### src/rtl/cache_pkg.sv
// Cache-side types: arbiter state encoding and requester identity.
`default_nettype none

package cache_pkg;

  typedef enum logic [1:0] {
    ARB_IDLE = 2'd0,
    ARB_I    = 2'd1,
    ARB_D0   = 2'd2,
    ARB_D1   = 2'd3
  } arb_state_t;

  typedef enum logic {
    I = 1'b0,
    D = 1'b1
  } requester_t;

endpackage

`default_nettype wire

### src/rtl/cpu_types_pkg.sv
// Shared CPU-wide types: memory word and RAM handshake state.
`default_nettype none

package cpu_types_pkg;

  typedef logic [31:0] word_t;

  typedef enum logic [1:0] {
    FREE   = 2'd0,
    BUSY   = 2'd1,
    ACCESS = 2'd2,
    ERROR  = 2'd3
  } ramstate_t;

endpackage

`default_nettype wire

### src/rtl/mem_arbiter_arb_pick.sv
// Grant selection out of ARB_IDLE: dcache priority, optional alternation on ties.
`default_nettype none

module arb_pick
  import cache_pkg::*;
#(
  parameter bit FAIR = 1'b1
) (
  input  logic       i_req,
  input  logic       d_req,
  input  requester_t last_grant,
  output arb_state_t next_state
);

  always_comb begin
    next_state = ARB_IDLE;
    if (d_req && i_req) begin
      next_state = (FAIR && (last_grant == D)) ? ARB_I : ARB_D0;
    end else if (d_req) begin
      next_state = ARB_D0;
    end else if (i_req) begin
      next_state = ARB_I;
    end
  end

endmodule

`default_nettype wire

### src/rtl/mem_arbiter.sv
// Shares the single RAM port between icache word reads and atomic two-word dcache blocks.
`default_nettype none

module mem_arbiter
  import cpu_types_pkg::*;
  import cache_pkg::*;
#(
  parameter bit FAIR = 1'b1
) (
  input  logic      CLK,
  input  logic      nRST,
  input  logic      iREN,
  input  word_t     iaddr,
  output logic      iwait,
  output word_t     iload,
  input  logic      dREN,
  input  logic      dWEN,
  input  word_t     daddr,
  input  word_t     dstore,
  output logic      dwait,
  output word_t     dload,
  output logic      dword_idx,
  output logic      ramREN,
  output logic      ramWEN,
  output word_t     ramaddr,
  output word_t     ramstore,
  input  word_t     ramload,
  input  ramstate_t ramstate
);

  arb_state_t state_q, state_d;
  requester_t last_grant_q, last_grant_d;
  logic       req_we_q, req_we_d;

  arb_state_t pick_state;
  logic       d_req;
  logic       access;
  logic       blk_we;
  logic       unused_daddr_lsbs;

  assign d_req             = dREN | dWEN;
  assign access            = (ramstate == ACCESS);
  assign iload             = ramload;
  assign dload             = ramload;
  assign unused_daddr_lsbs = ^daddr[2:0];

  // Once the dcache drops its request the in-flight word keeps the latched direction.
  assign blk_we = d_req ? dWEN : req_we_q;

  arb_pick #(
    .FAIR (FAIR)
  ) u_arb_pick (
    .i_req      (iREN),
    .d_req      (d_req),
    .last_grant (last_grant_q),
    .next_state (pick_state)
  );

  always_comb begin
    state_d      = state_q;
    last_grant_d = last_grant_q;
    req_we_d     = req_we_q;
    iwait        = 1'b1;
    dwait        = 1'b1;
    ramREN       = 1'b0;
    ramWEN       = 1'b0;
    ramaddr      = '0;
    ramstore     = '0;
    dword_idx    = 1'b0;

    case (state_q)
      ARB_IDLE: begin
        state_d = pick_state;
        if (pick_state == ARB_D0) begin
          req_we_d = dWEN;
        end
      end

      ARB_I: begin
        ramREN  = 1'b1;
        ramaddr = iaddr;
        if (access) begin
          iwait        = ~iREN;
          last_grant_d = I;
          state_d      = ARB_IDLE;
        end
      end

      ARB_D0: begin
        dword_idx = 1'b0;
        ramaddr   = {daddr[31:3], 3'b000};
        ramWEN    = blk_we;
        ramREN    = ~blk_we;
        ramstore  = dstore;
        if (access) begin
          dwait = ~d_req;
          if (d_req) begin
            state_d = ARB_D1;
          end else begin
            last_grant_d = D;
            state_d      = ARB_IDLE;
          end
        end
      end

      ARB_D1: begin
        dword_idx = 1'b1;
        ramaddr   = {daddr[31:3], 3'b100};
        ramWEN    = blk_we;
        ramREN    = ~blk_we;
        ramstore  = dstore;
        if (access) begin
          dwait        = ~d_req;
          last_grant_d = D;
          state_d      = ARB_IDLE;
        end
      end

      default: begin
        state_d = ARB_IDLE;
      end
    endcase
  end

  always_ff @(posedge CLK or negedge nRST) begin
    if (!nRST) begin
      state_q      <= ARB_IDLE;
      last_grant_q <= I;
      req_we_q     <= 1'b0;
    end else begin
      state_q      <= state_d;
      last_grant_q <= last_grant_d;
      req_we_q     <= req_we_d;
    end
  end

endmodule

`default_nettype wire

### config.mk
export PLATFORM = sky130hd
export DESIGN_NAME = mem_arbiter
export DESIGN_NICKNAME = d
export VERILOG_FILES = /design/src/rtl/cache_pkg.sv /design/src/rtl/cpu_types_pkg.sv /design/src/rtl/mem_arbiter_arb_pick.sv /design/src/rtl/mem_arbiter.sv
export SDC_FILE = /design/constraint.sdc
export NUM_CORES = 1
export LEC_CHECK = 0
export BUFFER_PORTS_ARGS = -buffer_cell sky130_fd_sc_hd__buf_2
export CORE_AREA = 4 4 103 105
export CTS_CLUSTER_SIZE = 10
export DETAILED_ROUTE_END_ITERATION = 8
export DIE_AREA = 0 0 107 109
export HOLD_SLACK_MARGIN = 0.05
export PLACE_DENSITY = 0.55
export SETUP_SLACK_MARGIN = 0.4
export SKIP_LAST_GASP = 1
export SYNTH_ARGS = -nofsm -noshare
export SYNTH_HDL_FRONTEND = slang
export SYNTH_SLANG_ARGS = --single-unit
### constraint.sdc
create_clock -name CLK -period 1.5 [get_ports CLK]
set_clock_uncertainty 0.15 [all_clocks]
set_input_delay 0.3 -clock CLK [delete_from_list [all_inputs] [get_ports CLK]]
set_output_delay 0.3 -clock CLK [all_outputs]
set_load 0.005 [all_outputs]
==> out/qor.yml, run 1 <==
route:
  vias_per_cell: 3.769
  ant_nets: 0
  drtIter0Drc: 59
  route.vias.total: 1534
  drtPass1Iterations: 4
  remaining_drc_errors: 0
  wl_per_cell_um: 12.69
  finalWirelength_um: 5163
cts:
  cts_buffers: 3
  cts_tree: "yes"
  clk_pin_slew_ns: 0.03
  cts.sinks: 4
  h-tree-depth: 1
  cts_buffer_depth: 2
  insertion_delay_ns: 0.22
  cts_root_buffer: "clkbuf_8"
synth:
  yosysSeqAreaShare_pct: 7.737
  ys_warn_count: 0
  synth_seq_cells: 4
  synth_top_cells_by_area: "buf_4, a22o_1, and2_1, dfrtp_1, buf_6"
  synth_top_area_share_pct: 37.72
  synthCells: 167
  synth_nets: 302
  synth_area_um2: 1294
  syn_area_per_cell_um2: 7.747
  ys_types: 22
  yosysTopAreaCell: "buf_4"
placed_design:
  dp_slack_ns: -0.03870
  io_buffers: 168
  gp_congestion: 0.6498
  dpl.cell_count: 399
  hpwl_um: 4399
worst_setup_path:
  path_max_fanout: 7
  arrival_ns: 1.29
  cp-end-kind: "primary output"
  critPathKind: "register to primary output"
  max_stage_delay_ns: 0.42
  cp_slowest_cell: "dfrtp_2"
  critPathTopFamily: "buffers and inverters"
  crit_required_ns: 1.05
  crit_buf_inv: 3
  critical_path.cell_chain: "buf_6, clkbuf_16, a22o_1, buf_2"
  critPathLaunchType: "register"
sta:
  slew_viol_final: 0
  worst_pin_slew_ns: 0.2617
  relSlewSlack_pct: 82.49
  tns_ns: -11.97
  hold_viol: 0
  layout_worst_path_cycle_share_pct: 116.1
  setup_ws_ns: -0.2416
  fmax_mhz: 574.2
  min_period_ns: 1.742
  setup_viol: 69
  grt_setup_unrepaired: "yes"
floorplanning:
  core_um2: 9639
  num_rows: 36
  fp.dieH_um: 109
  start_util_pct: 13.42
  fp.dieW_um: 107
  design.die.area_um2: 11660
  io_pins: 268
layout:
  nNetsFinal: 410
  register_area_um2: 101.3
  num-fill-cells: 1071
  antenna_cells: 0
  mostFrequentLayoutCells: "buf_2, and2_4, a22o_1, buf_4"
  final_common_cell: "buf_2"
  synthToLayoutAreaGrowth_pct: 56.38
  multi_input_comb_area_um2: 703.2
  final_util_pct: 20.99
  drive_gt1_share_pct: 79.93
  final_cells: 407
pwr:
  p_total_mw: 2.988
  leakagePower_nw: 1.163
  p_per_area_nw_per_um2: 1477
  max-vdd-ir-drop_v: 0.0003431
global_route:
  grtUsageTotal_pct: 7.741
  grt_overflow: 0
  grt_pass1_wl_um: 7203
  antenna_found_initial: 0
  grt_pass1_vias: 1508
  grt_max_degree: 30
run:
  cap_viol_max_count: 0
status:
  violations: "negative setup slack"
  status: "finished, violations left"
min_path:
  min_path_type: "primary input to register"
registers in the layout (all words and copies together) (netlist names):
name,cells
last_grant_q,1
state_q,2
req_we_q,1
power breakdown:
part / switching (mW) / leakage, nW / internal [mW]
clock: 0.0641 / 0.0228 / 0.182
combinational: 1.04 / 1.09 / 1.48
sequential: 0.0528 / 0.0460 / 0.166
synth_stat cells, drive strengths merged:
library cell / number
buf: 74
and2: 35
a22o: 31
dfrtp: 4
clkbuf: 3
nor2: 3
nor2b: 3
inv: 2
nand2: 2
o211ai: 2
o21a: 2
a211oi: 1
nand2b: 1
nand3: 1
nand3b: 1
o21ai: 1
o2bb2ai: 1
metrics by stage:
stage / instance area, um^2 / hold WS (ns)
after floorplan: 1423 / -0.1456
after detailed placement: 1897 / -0.04028
final: 2023 / 0.1950
after CTS: 1998 / 0.1991
after global routing: 2023 / 0.2034
after global placement: 1897 / -0.04149
layer usage:
layer / routed length, um / vias up / GRT usage, %
li1: - / 711 / -
met1: 1612 / 659 / 7.064
met2: 2629 / 138 / 15.06
met3: 722 / 26 / 2.250
met4: 198 / 0 / 4.658
met5: 0 / - / 0
timing repair:
item | in CTS | in global routing
gates cloned | 1 | 1
pin swaps | 0 | 0
hold buffers | 1 | 0
resized for setup | 4 | 0
endpoints found under the setup margin | 73 | 73
hold endpoints to repair | 4 | 0
buffers inserted | 1 | 0
path summary, 6_finish.rpt:
kind                       cells past startpoint                    from                      to  slack, ns
setup / recovery                               4  state_q[1]$_DFFE_PN0P_             ramaddr[22]      -0.24
hold / removal                                 2                    dWEN    req_we_q$_DFFE_PN0P_       0.20
setup reg to reg                               4  state_q[1]$_DFFE_PN0P_    req_we_q$_DFFE_PN0P_       0.11
hold reg to reg                                1    req_we_q$_DFFE_PN0P_    req_we_q$_DFFE_PN0P_       0.34
max in group asynchronous                      2                    nRST  state_q[1]$_DFFE_PN0P_       0.80
min in group asynchronous                      2                    nRST  state_q[0]$_DFFE_PN0P_       0.27
cell type report:
| type | instances | area share (%) |
|---|---|---|
| Multi-Input combinational cell | 84 | 34.76 |
| Clock buffer | 4 | 2.226 |
| Timing Repair Buffer | 180 | 49.41 |
| Inverter | 2 | 0.3711 |
| Sequential cell | 4 | 5.009 |
| Tap cell | 133 | 8.225 |
kinds of logic (layout without fill, tap and decap cells):
logic type             count (synthesis)  count (layout)  synth area share, %
buffers and inverters                 79             186                45.07
AOI/OAI and AO/OA                     38              38                25.34
and+or+nand+nor                       46              46                21.86
DFF                                    4               4                7.737
No activity file was read; power rests on OpenSTA's default activity.
==> run 2: changes to the inputs <==
- ABC_AREA: not set -> 1
- CORE_AREA: 4 4 103 105 -> 4 4 102 104
- DIE_AREA: 0 0 107 109 -> 0 0 106 108
- PLACE_DENSITY: 0.55 -> 0.57
- SLEW_MARGIN: not set -> 20
==> run 2 against run 1 <==
Register-to-register slack lost 0.06 ns. Clock power about the same. Critical path depth increased by 2. Sequential power is 7% lower. Setup slack better by 0.019 ns. Sequential cell count unchanged. The flow still finishes with violations (negative setup slack). Die area shrank 1.8%. Global-route usage is 1.8 points higher. Largest cell class unchanged. Synthesized area grew 3.3%. Combinational power is 3% lower. Non-clock buffer count rose by 4.
==> out/qor.yml, run 2 <==
sta:
  worst_pin_slew_ns: 0.3753
  relSlewSlack_pct: 74.89
  layout_worst_path_cycle_share_pct: 114.8
  min_period_ns: 1.722
  setup_ws_ns: -0.2225
  setup_viol: 69
  grt_setup_unrepaired: "yes"
  slew_viol_final: 0
  hold_viol: 0
  fmax_mhz: 580.6
layout:
  final_common_cell: "buf_2"
  final_util_pct: 22.50
  drive_gt1_share_pct: 74.10
  nNetsFinal: 468
  largest_reg_flops: 2
  antenna_cells: 0
  reg_top3: "state_q: 2 flops, last_grant_q: 1 flops, req_we_q: 1 flops"
  final_cells: 465
  mostFrequentLayoutCells: "buf_2, inv_2, nand2_1, a22o_1, nand2_2"
  num-fill-cells: 1116
  synthToLayoutAreaGrowth_pct: 60.77
  top_register: "state_q"
synth:
  yosysSeqAreaShare_pct: 7.491
  synthArstFlopShare_pct: 100.0
  synthCells: 218
  ys_types: 14
  synth_compound_area_share_pct: 20.13
  ys_warn_count: 0
  synth_xor_area_share_pct: 0
  syn_area_per_cell_um2: 6.130
  ys.flop_type: "dfrtp_1"
  synth_top_cells_by_area: "buf_4, a22o_1, nand2_1, inv_2, dfrtp_1"
  ys_top_cells_by_count: "buf_4, nand2_1, inv_2"
  synth_seq_cells: 4
  synth.area.mux_share_pct: 0
  synth_top_area_share_pct: 37.08
  yosysMostFrequentCell: "buf_4"
  synth_edf_count: 0
  synth_top_family_by_area: "buffers and inverters"
  synth-simple-area-share_pct: 18.35
  synth_fa_ha_area_share_pct: 0
  synth_nets: 353
  synth_area_um2: 1336
  yosysTopAreaCell: "buf_4"
floorplanning:
  core_um2: 9549
  fp.dieH_um: 108
  io_pins: 268
  design.die.area_um2: 11450
  start_util_pct: 13.99
  fp.dieW_um: 106
  num_rows: 36
pwr:
  max-vdd-ir-drop_v: 0.0006170
  leakagePower_nw: 1.399
  p_total_mw: 2.896
  p_per_area_nw_per_um2: 1348
global_route:
  antenna_found_initial: 0
  grt_max_degree: 34
  grt_overflow: 0
  grtUsageTotal_pct: 9.515
  grt_pass1_wl_um: 8728
  grt_pass1_vias: 1669
placed_design:
  dpl.cell_count: 451
  io_buffers: 168
  hpwl_um: 5032
  gp_congestion: 0.7098
  dp_slack_ns: 0.006226
cts:
  cts_buffer_depth: 2
  clk_pin_slew_ns: 0.03
  cts_root_buffer: "clkbuf_8"
  h-tree-depth: 1
  cts_tree: "yes"
  insertion_delay_ns: 0.22
  cts.sinks: 4
  cts_buffers: 3
route:
  vias_per_cell: 3.712
  drtPass1Iterations: 4
  drtIter0Drc: 58
  wl_per_cell_um: 13.33
  remaining_drc_errors: 0
  ant_nets: 0
  route.vias.total: 1726
  finalWirelength_um: 6199
status:
  status: "finished, violations left"
  violations: "negative setup slack"
worst_setup_path:
  arrival_ns: 1.27
  cp-end-kind: "primary output"
  reg2reg_to: "state_q[0]$_DFFE_PN0P_"
  critPathKind: "register to primary output"
  reg2reg_from: "state_q[1]$_DFFE_PN0P_"
  r2r_cells: 11
  ff2ff_setup_slack_ns: 0.05
  crit_required_ns: 1.05
  critPathLaunchType: "register"
  cp-startpoint: "state_q[1]$_DFFE_PN0P_"
  endpoint: "ramaddr[27]"
  path_max_fanout: 8
min_path:
  min_path_type: "primary input to register"
run:
  cap_viol_max_count: 0
==> run 2: final cells by class <==
class                   count  area, um^2  share of cell area (%)
repair buffers            184        1064                   49.50
multi-input cells          95       595.6                   27.72
clock buffers               4       45.04                   2.097
inverters                  45       176.4                   8.212
well taps                 133       166.4                   7.746
flip-flops and latches      4       101.3                   4.718
==> run 2: critical path, stage by stage (launching register included) <==
cell	delay [ns]
dfrtp_2	0.41
inv_2	0.08
nand2_4	0.07
inv_8	0.09
buf_12	0.13
a22o_1	0.14
buf_2	0.12
==> run 2: logic make-up after synthesis <==
logic type / Yosys count
DFF: 4
and+or+nand+nor: 63
buffers and inverters: 119
AOI/OAI and AO/OA: 32
==> run 2: repair_timing <==
| item | CTS | global route |
|---|---|---|
| gates resized for setup | 14 | 20 |
| gates cloned | 3 | 0 |
| buffers inserted | 4 | 2 |
| hold buffers | 1 | 0 |
| hold endpoints to repair | 4 | 0 |
| pin swaps | 4 | 3 |
| endpoints found under the setup margin | 73 | 73 |
==> run 2: per-layer routing <==
layer  track usage [%]  vias to the layer above  share of wire (%)
met1             9.353                      746                 32
met3             3.761                        6                 13
met5                 0                        -                  0
met2             19.03                      139                 55
li1                  -                      835                  -
met4             1.480                        0               0.63
==> run 2: report_power, final <==
group          switching (mW)  internal [mW]  leakage (nW)
sequential             0.0389          0.164        0.0461
combinational            1.19           1.26          1.33
clock                  0.0637          0.182        0.0228
==> run 2: worst min-delay path by stage <==
stage | start | endpoint | cells after the start
floorplan | nRST | last_grant_q$_DFFE_PN0P_ | 0
global placement | nRST | req_we_q$_DFFE_PN0P_ | 1
detailed placement | nRST | req_we_q$_DFFE_PN0P_ | 1
CTS | dWEN | req_we_q$_DFFE_PN0P_ | 3
global route | dWEN | req_we_q$_DFFE_PN0P_ | 3
finish | dWEN | req_we_q$_DFFE_PN0P_ | 3
==> run 2: through the flow <==
| step | hold WS [ns] | instance area (um^2) | setup TNS (ns) |
|---|---|---|---|
| CTS | 0.1530 | 2079 | -11.83 |
| global placement | -0.03887 | 1863 | 0 |
| global route | 0.1664 | 2148 | -13.23 |
| detailed placement | -0.03329 | 1863 | 0 |
| floorplan | -0.1456 | 1364 | 0 |
| finish | 0.1521 | 2148 | -9.705 |
==> run 3: changes to the inputs <==
- PLACE_DENSITY: 0.57 -> 0.6
==> run 3 against run 2 <==
The run still ends with negative setup slack left. Non-clock buffer count shrank 1. Design area is 1.5% lower. Highest routed layer unchanged. Critical endpoint is now ramaddr[11]. Routed wire length is 6.8% lower. First-iteration DRC count up 38%. Total power is 3.6% lower. Die area unchanged. Sequential share of layout area up 0.070 points. Hold slack gained 0.0030 ns. Register-to-register slack improved by 0.06 ns. Global-route usage shrank 0.65 points.
==> out/qor.yml, run 3 (synthesized netlist as in run 2, its figures left out) <==
route:
  drtIter0Drc: 80
  route.vias.total: 1698
  finalWirelength_um: 5775
  vias_per_cell: 3.659
  remaining_drc_errors: 0
  wl_met2_um: 3149
  ant_nets: 0
  drtPass1Iterations: 4
  wl_per_cell_um: 12.45
  wl_met1_um: 1785
  met3_length_um: 660
  highest_layer: "met4"
min_path:
  min-delay-start: "dWEN"
  min_path_type: "primary input to register"
placed_design:
  dp_slack_ns: 0.005979
  io_buffers: 168
  dpl.cell_count: 453
  gp_congestion: 0.7980
  hpwl_um: 4920
sta:
  slew_viol_final: 0
  min_period_ns: 1.720
  layout_worst_path_cycle_share_pct: 114.7
  relSlewSlack_pct: 88.01
  hold_slack_ns: 0.1551
  fmax_mhz: 581.3
  worst_pin_slew_ns: 0.1792
  grt_setup_unrepaired: "yes"
  setup_ws_ns: -0.2203
  setup_viol: 66
  hold_viol: 0
status:
  violations: "negative setup slack"
  status: "finished, violations left"
global_route:
  grt_overflow: 0
  grt_pass1_vias: 1669
  antenna_found_initial: 0
  grtUsageTotal_pct: 8.861
  grt_max_degree: 37
  grt_pass1_wl_um: 8211
floorplanning:
  design.die.area_um2: 11450
  start_util_pct: 13.99
  fp.dieW_um: 106
  fp.dieH_um: 108
  io_pins: 268
  num_rows: 36
  core_um2: 9549
cts:
  cts.sinks: 4
  cts_root_buffer: "clkbuf_8"
  h-tree-depth: 1
  cts_buffers: 3
  clk_pin_slew_ns: 0.03
  cts_buffer_depth: 2
  insertion_delay_ns: 0.22
  cts_tree: "yes"
layout:
  reg_top3: "state_q: 2 flops, last_grant_q: 1 flops, req_we_q: 1 flops"
  nNetsFinal: 467
  final_cells: 464
  antenna_cells: 0
  top_register: "state_q"
  final_common_cell: "buf_2"
  mostFrequentLayoutCells: "buf_2, nand2_1, inv_2, a22o_1, inv_1"
  drive_gt1_share_pct: 71.00
  synthToLayoutAreaGrowth_pct: 58.43
  final_util_pct: 22.17
  largest_reg_flops: 2
worst_setup_path:
  cp-end-kind: "primary output"
  critPathKind: "register to primary output"
  reg2reg_from: "state_q[1]$_DFFE_PN0P_"
  arrival_ns: 1.27
  critPathLaunchType: "register"
  path_max_fanout: 6
  cp-startpoint: "state_q[1]$_DFFE_PN0P_"
  crit_required_ns: 1.05
pwr:
  leakagePower_nw: 1.392
  p_per_area_nw_per_um2: 1318
  max-vdd-ir-drop_v: 0.0007736
run:
  cap_viol_max_count: 0
## run 3: cell type report
type / count / area [um^2]
Timing Repair Buffer: 183 / 1046
Clock buffer: 4 / 45.04
Tap cell: 133 / 166.4
Multi-Input combinational cell: 95 / 581.8
Fill cell: 1093 / 7432
Inverter: 45 / 176.4
Sequential cell: 4 / 101.3
## run 3: path summary, 6_finish.rpt
path / slack [ns] / end / cells after the start
worst max-delay path: -0.22 / ramaddr[11] / 6
worst min-delay path: 0.16 / req_we_q$_DFFE_PN0P_ / 3
worst max register to register: 0.11 / req_we_q$_DFFE_PN0P_ / 7
worst min register to register: 0.31 / req_we_q$_DFFE_PN0P_ / 2
max in group asynchronous: 0.80 / state_q[1]$_DFFE_PN0P_ / 2
min in group asynchronous: 0.26 / state_q[0]$_DFFE_PN0P_ / 2
## run 3: layer usage
metal	GRT usage [%]	up-vias
met5	0	-
met4	2.960	0
met3	3.284	23
met2	18.17	112
met1	7.878	736
li1	-	827
## run 3: stage by stage
stage / setup TNS (ns) / total power, mW / instance area [um^2]
after global routing: -16.54 / 3.075 / 2117
after floorplan: 0 / 1.488 / 1364
after CTS: -12.69 / 2.687 / 2031
final: -12.19 / 2.791 / 2117
after detailed placement: 0 / 2.268 / 1903
after global placement: 0 / 2.225 / 1903
## run 3: power breakdown
group	internal (mW)	switching [mW]	leakage, nW
sequential	0.164	0.0412	0.0461
combinational	1.19	1.16	1.32
clock	0.182	0.0573	0.0228
## run 3: repair_timing
action,CTS,global route
endpoints found under the setup margin,73,73
pin swaps,4,3
hold endpoints to repair,4,0
buffers inserted,2,2
hold buffers,1,0
gates resized for setup,9,11
gates cloned,1,1
## run 3: critical path: stages (launching register included)
cell,delay (ns)
dfrtp_2,0.42
inv_2,0.08
nand2_4,0.07
inv_8,0.09
clkbuf_16,0.14
a22o_1,0.13
buf_2,0.11
